File: config.mk
export PLATFORM = sky130hd
export DESIGN_NAME = crc7_check
export DESIGN_NICKNAME = d
export VERILOG_FILES = /design/src/rtl/crc7_pkg.sv /design/src/rtl/crc7_serial_rem.sv /design/src/rtl/crc7_check.sv
export SDC_FILE = /design/constraint.sdc
export NUM_CORES = 1
export LEC_CHECK = 0
export BUFFER_PORTS_ARGS = -buffer_cell sky130_fd_sc_hd__buf_2
export CAP_MARGIN = 5
export CORE_AREA = 4 4 72 74
export CTS_BUF_LIST = sky130_fd_sc_hd__clkbuf_4 sky130_fd_sc_hd__clkbuf_8
export CTS_CLUSTER_DIAMETER = 60
export DETAILED_ROUTE_END_ITERATION = 6
export DIE_AREA = 0 0 76 78
export PLACE_DENSITY = 0.84
export SLEW_MARGIN = 20
export SYNTH_ARGS = -nofsm -noshare
export SYNTH_HDL_FRONTEND = slang
export SYNTH_SLANG_ARGS = --single-unit
File: constraint.sdc
create_clock -name clk -period 3.5 [get_ports clk]
set_clock_uncertainty 0.2 [all_clocks]
set_input_delay 0.35 -clock clk [delete_from_list [all_inputs] [get_ports clk]]
set_output_delay 0.35 -clock clk [all_outputs]
set_load 0.02 [all_outputs]
File: src/rtl/crc7_pkg.sv
// Shared definitions for the CRC-7 (x^7 + x^3 + 1) encoder/checker family:
// field widths, the generator's low-order terms, the checker FSM state type
// and a helper that yields the syndrome of a single-bit error.
package crc7_pkg;

    localparam int CRC7_DATA_W = 16;
    localparam int CRC7_W      = 7;
    localparam int CRC7_CW_W   = CRC7_DATA_W + CRC7_W;

    // Generator terms below x^7; the x^7 term is implied by the register width.
    localparam logic [CRC7_W-1:0] CRC7_POLY = 7'h09;

    typedef enum logic [1:0] {
        ST_IDLE,
        ST_SHIFT,
        ST_FIX,
        ST_DONE
    } crc7_state_e;

    // Syndrome left by an error in codeword bit p alone: x^p mod g.
    // The loop has a constant bound so it unrolls into constants when p is
    // itself a loop constant at the call site.
    function automatic logic [CRC7_W-1:0] crc7_bit_syndrome(input int p);
        logic [CRC7_W-1:0] s;
        s = CRC7_W'(1);
        for (int i = 0; i < CRC7_CW_W; i++) begin
            if (i < p) begin
                s = {s[CRC7_W-2:0], 1'b0} ^ (s[CRC7_W-1] ? CRC7_POLY : '0);
            end
        end
        return s;
    endfunction

endpackage

File: src/rtl/crc7_serial_rem.sv
// Bit-serial CRC-7 remainder register with synchronous clear and enable.
// It is a plain polynomial divider: each bit enters at the low end and the
// x^7 overflow folds back as POLY, so after a whole codeword the register
// holds codeword mod g. A clean codeword leaves zero and a lone error in bit
// p leaves x^p mod g.
module crc7_serial_rem #(
    parameter int           W    = 7,
    parameter logic [W-1:0] POLY = 7'h09
) (
    input  logic         clk,
    input  logic         rst_n,
    input  logic         clr_i,
    input  logic         en_i,
    input  logic         bit_i,
    output logic [W-1:0] rem_o
);

    logic [W-1:0] rem_q;
    logic [W-1:0] rem_d;

    // Next remainder: clear wins over a shift step.
    always_comb begin
        rem_d = rem_q;
        if (clr_i) begin
            rem_d = '0;
        end else if (en_i) begin
            rem_d = {rem_q[W-2:0], bit_i} ^ (rem_q[W-1] ? POLY : '0);
        end
    end

    // Remainder state.
    // NOTE: state is only ever assigned with <= here so every flop samples
    // values from before the edge, independent of block ordering.
    always_ff @(posedge clk or negedge rst_n) begin
        if (!rst_n) begin
            rem_q <= '0;
        end else begin
            rem_q <= rem_d;
        end
    end

    assign rem_o = rem_q;

endmodule

File: src/rtl/crc7_check.sv
// Receive-side CRC-7 checker. Takes {data, crc} over valid/ready, divides the
// codeword MSB first through crc7_serial_rem, then presents the data, the
// pass/fail verdict and the syndrome, and keeps a saturating count of failed
// codewords.
// Build option CRC7_CORRECT_EN: adds a FIX state that repairs any single-bit
// error and an extra output port 'corrected'.
module crc7_check
    import crc7_pkg::*;
#(
    parameter int                DATA_W = CRC7_DATA_W,
    parameter int                CRC_W  = CRC7_W,
    parameter logic [CRC_W-1:0]  POLY   = CRC7_POLY,
    parameter int                CNT_W  = 8
) (
    input  logic                      clk,
    input  logic                      reset,
    input  logic                      in_valid,
    output logic                      in_ready,
    input  logic [DATA_W+CRC_W-1:0]   codeword_in,
    output logic                      out_valid,
    input  logic                      out_ready,
    output logic [DATA_W-1:0]         data_out,
    output logic                      crc_ok,
    output logic [CRC_W-1:0]          syndrome,
    output logic [CNT_W-1:0]          err_count
`ifdef CRC7_CORRECT_EN
    ,
    output logic                      corrected
`endif
);

    localparam int CW_W      = DATA_W + CRC_W;
    localparam int BIT_CNT_W = $clog2(CW_W);

    crc7_state_e            state_q;
    logic [CW_W-1:0]        cw_q;
    logic [BIT_CNT_W-1:0]   bit_cnt_q;
    logic                   in_ready_q;
    logic                   out_valid_q;
    logic [DATA_W-1:0]      data_out_q;
    logic [CNT_W-1:0]       err_count_q;
    logic [CNT_W-1:0]       err_count_d;
    logic [CRC_W-1:0]       rem;
    logic                   accept;
    logic                   rem_ok;

    assign accept = in_valid && in_ready_q;
    assign rem_ok = (rem == '0);

    // The remainder register doubles as the syndrome register: it is cleared
    // on accept and then holds the final remainder until the next accept.
    crc7_serial_rem #(
        .W    (CRC_W),
        .POLY (POLY)
    ) u_rem (
        .clk   (clk),
        .rst_n (reset),
        .clr_i (accept),
        .en_i  (state_q == ST_SHIFT),
        .bit_i (cw_q[bit_cnt_q]),
        .rem_o (rem)
    );

`ifdef CRC7_CORRECT_EN
    // Single-bit error locator. The syndromes x^p mod g are distinct for
    // p < 127, so at most one position can match; zero never matches.
    logic [CW_W-1:0]   hit;
    logic [DATA_W-1:0] data_flip;
    logic              fix_hit;
    logic              corrected_q;

    // Compare the final remainder against every single-bit syndrome.
    always_comb begin
        hit = '0;
        for (int p = 0; p < CW_W; p++) begin
            hit[p] = (rem == crc7_bit_syndrome(p));
        end
    end

    // Hits below CRC_W land in the CRC field and leave the data untouched.
    assign data_flip = hit[CW_W-1:CRC_W];
    assign fix_hit   = |hit;
    assign corrected = corrected_q;
`endif

    // Saturating failure count, advanced only on a failing result handshake.
    always_comb begin
        err_count_d = err_count_q;
        if (!rem_ok && (err_count_q != {CNT_W{1'b1}})) begin
            err_count_d = err_count_q + 1'b1;
        end
    end

    // Control FSM with registered handshake and data outputs.
    // NOTE: the async reset clears only control and output flops; cw_q is
    // also cleared so the serial bit input is never X after reset.
    always_ff @(posedge clk or negedge reset) begin
        if (!reset) begin
            state_q     <= ST_IDLE;
            cw_q        <= '0;
            bit_cnt_q   <= '0;
            in_ready_q  <= 1'b1;
            out_valid_q <= 1'b0;
            data_out_q  <= '0;
            err_count_q <= '0;
`ifdef CRC7_CORRECT_EN
            corrected_q <= 1'b0;
`endif
        end else begin
            case (state_q)
                ST_IDLE: begin
                    if (accept) begin
                        cw_q       <= codeword_in;
                        data_out_q <= codeword_in[CW_W-1 -: DATA_W];
                        bit_cnt_q  <= BIT_CNT_W'(CW_W - 1);
                        in_ready_q <= 1'b0;
                        state_q    <= ST_SHIFT;
`ifdef CRC7_CORRECT_EN
                        corrected_q <= 1'b0;
`endif
                    end
                end

                ST_SHIFT: begin
                    if (bit_cnt_q == '0) begin
`ifdef CRC7_CORRECT_EN
                        state_q     <= ST_FIX;
`else
                        state_q     <= ST_DONE;
                        out_valid_q <= 1'b1;
`endif
                    end else begin
                        bit_cnt_q <= bit_cnt_q - 1'b1;
                    end
                end

`ifdef CRC7_CORRECT_EN
                ST_FIX: begin
                    data_out_q  <= data_out_q ^ data_flip;
                    corrected_q <= fix_hit;
                    out_valid_q <= 1'b1;
                    state_q     <= ST_DONE;
                end
`endif

                ST_DONE: begin
                    if (out_ready) begin
                        out_valid_q <= 1'b0;
                        in_ready_q  <= 1'b1;
                        err_count_q <= err_count_d;
                        state_q     <= ST_IDLE;
                    end
                end

                default: begin
                    state_q     <= ST_IDLE;
                    in_ready_q  <= 1'b1;
                    out_valid_q <= 1'b0;
                end
            endcase
        end
    end

    assign in_ready  = in_ready_q;
    assign out_valid = out_valid_q;
    assign data_out  = data_out_q;
    assign syndrome  = rem;
    // Verdict is only meaningful with a result; it reads 0 otherwise.
    assign crc_ok    = out_valid_q && rem_ok;
    assign err_count = err_count_q;

endmodule

==> impl_metrics.tcl <==
set metrics [dict create \
    diodes 0 \
    drc 0 \
    portBuffers 60 \
    ff2ff_setup_slack_ns 1.37 \
    syn_area_per_cell_um2 11.5 \
    min_path_cells 2 \
    crit_type "reg -> out" \
    power.switching_mw 0.190 \
    r2r_start "state_q[0]" \
    dieArea_um2 5930 \
    row_count 25 \
    core_area_um2 4600 \
    gr-usage-all-layers_pct 16.3 \
    cap_violations 0 \
    rsz0062_at_grt "no" \
    power_frac_clock_pct 36.2 \
    antenna_found_initial 0 \
    clk_latency_ns 0.29 \
    hold_start "codeword_in[20]" \
    gp_congestion 0.835 \
    wl_um 4630 \
    period_needed_ns 2.38 \
    overflow 0 \
    synth_edf_count 0 \
    clk_pin_slew_ns 0.08 \
    cp_max_fo 4 \
    crit_path_end_kind "output port" \
    fin_cells 307 \
    tritoncts "built" \
    p_sw_share_pct 21.3 \
    hpwl_um 3350 \
    synth_top_flop_cell "dfrtp_1" \
    cp.arrival_ns 1.83 \
    slew_headroom_pct 56.9 \
    setup_violations 0 \
    critPathLaunchType "flip-flop" \
    drive_above_1_share_pct 41.1 \
    intPower_mw 0.701 \
    pwr-share-seq_pct 60.8 \
    final-seq-area_um2 1180 \
    grt_pass1_vias 1622 \
    period_share_pct 67.9 \
    syn-instance-count 210 \
    initial_core_util_pct 52.7 \
    cts_buffers 5 \
    multi_input_comb_area_um2 1040 \
    power_frac_comb_pct 3.0 \
    peakVddDrop_v 0.000207 \
    seq_area_frac_synth_pct 48.6 \
    async_flop_share_pct 100 \
    num_io_pins 61 \
    clock_path_buffers 2 \
    fmax_mhz 421 \
    dp_cells 298 \
    grt_pass1_wl_um 7760 \
    die_w_um 76 \
    clkSinkCount 47 \
    p_per_area_nw_per_um2 328 \
    status "complete, no violations" \
    hold_viol_final 0 \
    vias_per_cell 5.45 \
    critPathRequiredTime_ns 2.95 \
    cts_root_buf "clkbuf_8" \
    final.fill_count 380 \
    num_vias 1674 \
    grt_start_max_net_pins 48 \
    leakage_nw 1.37 \
    cts-resized-gates 0 \
    synth.distinct_cells 41 \
    worstHoldEndpoint "cw_q[20]" \
    wl_per_cell_um 15.1 \
    synth-seq-cells 47 \
    tns_ns 0 \
    die_h_um 78 \
    area_growth_pct 12.1 \
    first_iter_violations 79 \
    holdCritPathClass "in -> reg" \
    syn_area_um2 2420 \
    nets 281 \
    tightest_slew_ns 0.646 \
    yosysWarnings 0 \
    drt_pass1_iterations 4 \
    h-tree-depth 2 \
    drv_slew 0 \
    r2r-end "bit_cnt_q[3]" \
    rr_worst_depth 5 \
    syn_nets 239 \
    antenna_left 0 \
]
-- cell families (layout without fill, tap and decap cells) --
group | after synthesis | after routing | synth area share [%]
and+or+nand+nor | 61 | 61 | 13.9
buffers and inverters | 32 | 75 | 8.57
xor gates and xnor gates | 9 | 9 | 3.25
AOI/OAI and AO/OA | 24 | 24 | 7.23
adders and majority gates | 2 | 2 | 1.03
muxes | 35 | 35 | 17.4
DFF | 47 | 47 | 48.6
-- metal layers --
metal  vias up  wire (um)  track usage, %
li1        800          -               -
met1       814       1980            20.3
met2        51       2290            26.0
met3         9        270            4.52
met4         0         95            7.47
met5         -          0               0
-- critical path: stages (launching register included) --
cell and delay, ns:
dfrtp_1 0.44, or4_4 0.54, nor4_4 0.23, and2_1 0.17, buf_2 0.15
-- flip-flops by register name, summed over array words and instances, names as in the netlist --
signal and count:
bit_cnt_q 5, state_q 2, out_valid 1, in_ready 1, err_count 8, data_out 1
u_rem.rem_o 7, cw_q 22
-- worst max path at each step --
stage,from,to,slack [ns],depth (start not counted)
2_1_floorplan,u_rem.rem_o[3],crc_ok,1.45,3
3_3_place_gp,bit_cnt_q[0],u_rem.rem_o[0],1.40,5
3_5_place_dp,bit_cnt_q[0],u_rem.rem_o[0],1.37,5
4_1_cts,u_rem.rem_o[0],crc_ok,1.09,4
5_1_grt,u_rem.rem_o[0],crc_ok,1.02,4
6_report,u_rem.rem_o[0],crc_ok,1.12,4
-- power by group through the flow --
| stage | combinational (mW) | sequential [mW] | clock (mW) |
|---|---|---|---|
| after floorplan | 0.000669 | 0.553 | 0 |
| after global placement | 0.0249 | 0.553 | 0 |
| after detailed placement | 0.0258 | 0.553 | 0 |
| after CTS | 0.0260 | 0.542 | 0.333 |
| after global routing | 0.0308 | 0.543 | 0.353 |
| final | 0.0264 | 0.542 | 0.323 |
-- per-stage QoR --
stage | setup slack [ns] | power, mW | hold slack [ns] | area (um^2) | utilization [%]
floorplan | 1.45 | 0.554 | -0.146 | 2420 | -
global route | 1.02 | 0.927 | 0.0614 | 2720 | 59.1
detailed placement | 1.37 | 0.579 | 0.288 | 2620 | 56.9
CTS | 1.09 | 0.901 | 0.0567 | 2710 | 58.8
finish | 1.12 | 0.892 | 0.0789 | 2720 | 59.1
global placement | 1.40 | 0.578 | 0.286 | 2620 | 56.9
-- cell usage in the layout, fill, tap and decap left out, types with 2 or more instances in the layout --
cell      instances
mux4_2            3
and3_4            2
dfrtp_1          46
o21ai_0           5
inv_1             5
nor3_1            4
mux2_2           23
clkbuf_8          5
mux2i_1           8
a21oi_1           8
and2_1            3
nand4_1           5
buf_2            59
buf_4             2
a32oi_1           2
nand2_1          19
nor2_1           13
nor2b_1           3
nand2b_1          5
xnor2_1           8
nand3_1           2
ha_1              2
-- cells in the mapped netlist, types with 2 or more instances --
master / count / area (um^2)
dfrtp_1: 46 / 1150
mux2_2: 23 / 259
nand2_1: 19 / 71.3
buf_4: 17 / 128
nor2_1: 13 / 48.8
a21oi_1: 8 / 40.0
mux2i_1: 8 / 80.1
xnor2_1: 8 / 70.1
inv_1: 5 / 18.8
nand2b_1: 5 / 31.3
nand4_1: 5 / 31.3
o21ai_0: 5 / 25.0
clkbuf_1: 4 / 15.0
nor3_1: 4 / 20.0
and2_1: 3 / 18.8
buf_2: 3 / 15.0
mux4_2: 3 / 67.6
nor2b_1: 3 / 18.8
a32oi_1: 2 / 17.5
and3_4: 2 / 22.5
clkbuf_8: 2 / 27.5
ha_1: 2 / 25.0
nand3_1: 2 / 10.0
-- final cells by class --
class                   instances  area share (%)
multi-input cells             131            38.4
repair buffers                 62            11.8
inverters                       5           0.691
flip-flops and latches         47            43.3
clock inverters                 2           0.460
clock buffers                   6            2.81
well taps                      54            2.49
-- timing repair --
item                                   4_1_cts  5_1_grt
buffers inserted                             0        0
hold buffers                                 0        1
endpoints found under the hold margin        0       46
No activity file was read; power rests on OpenSTA's default activity.
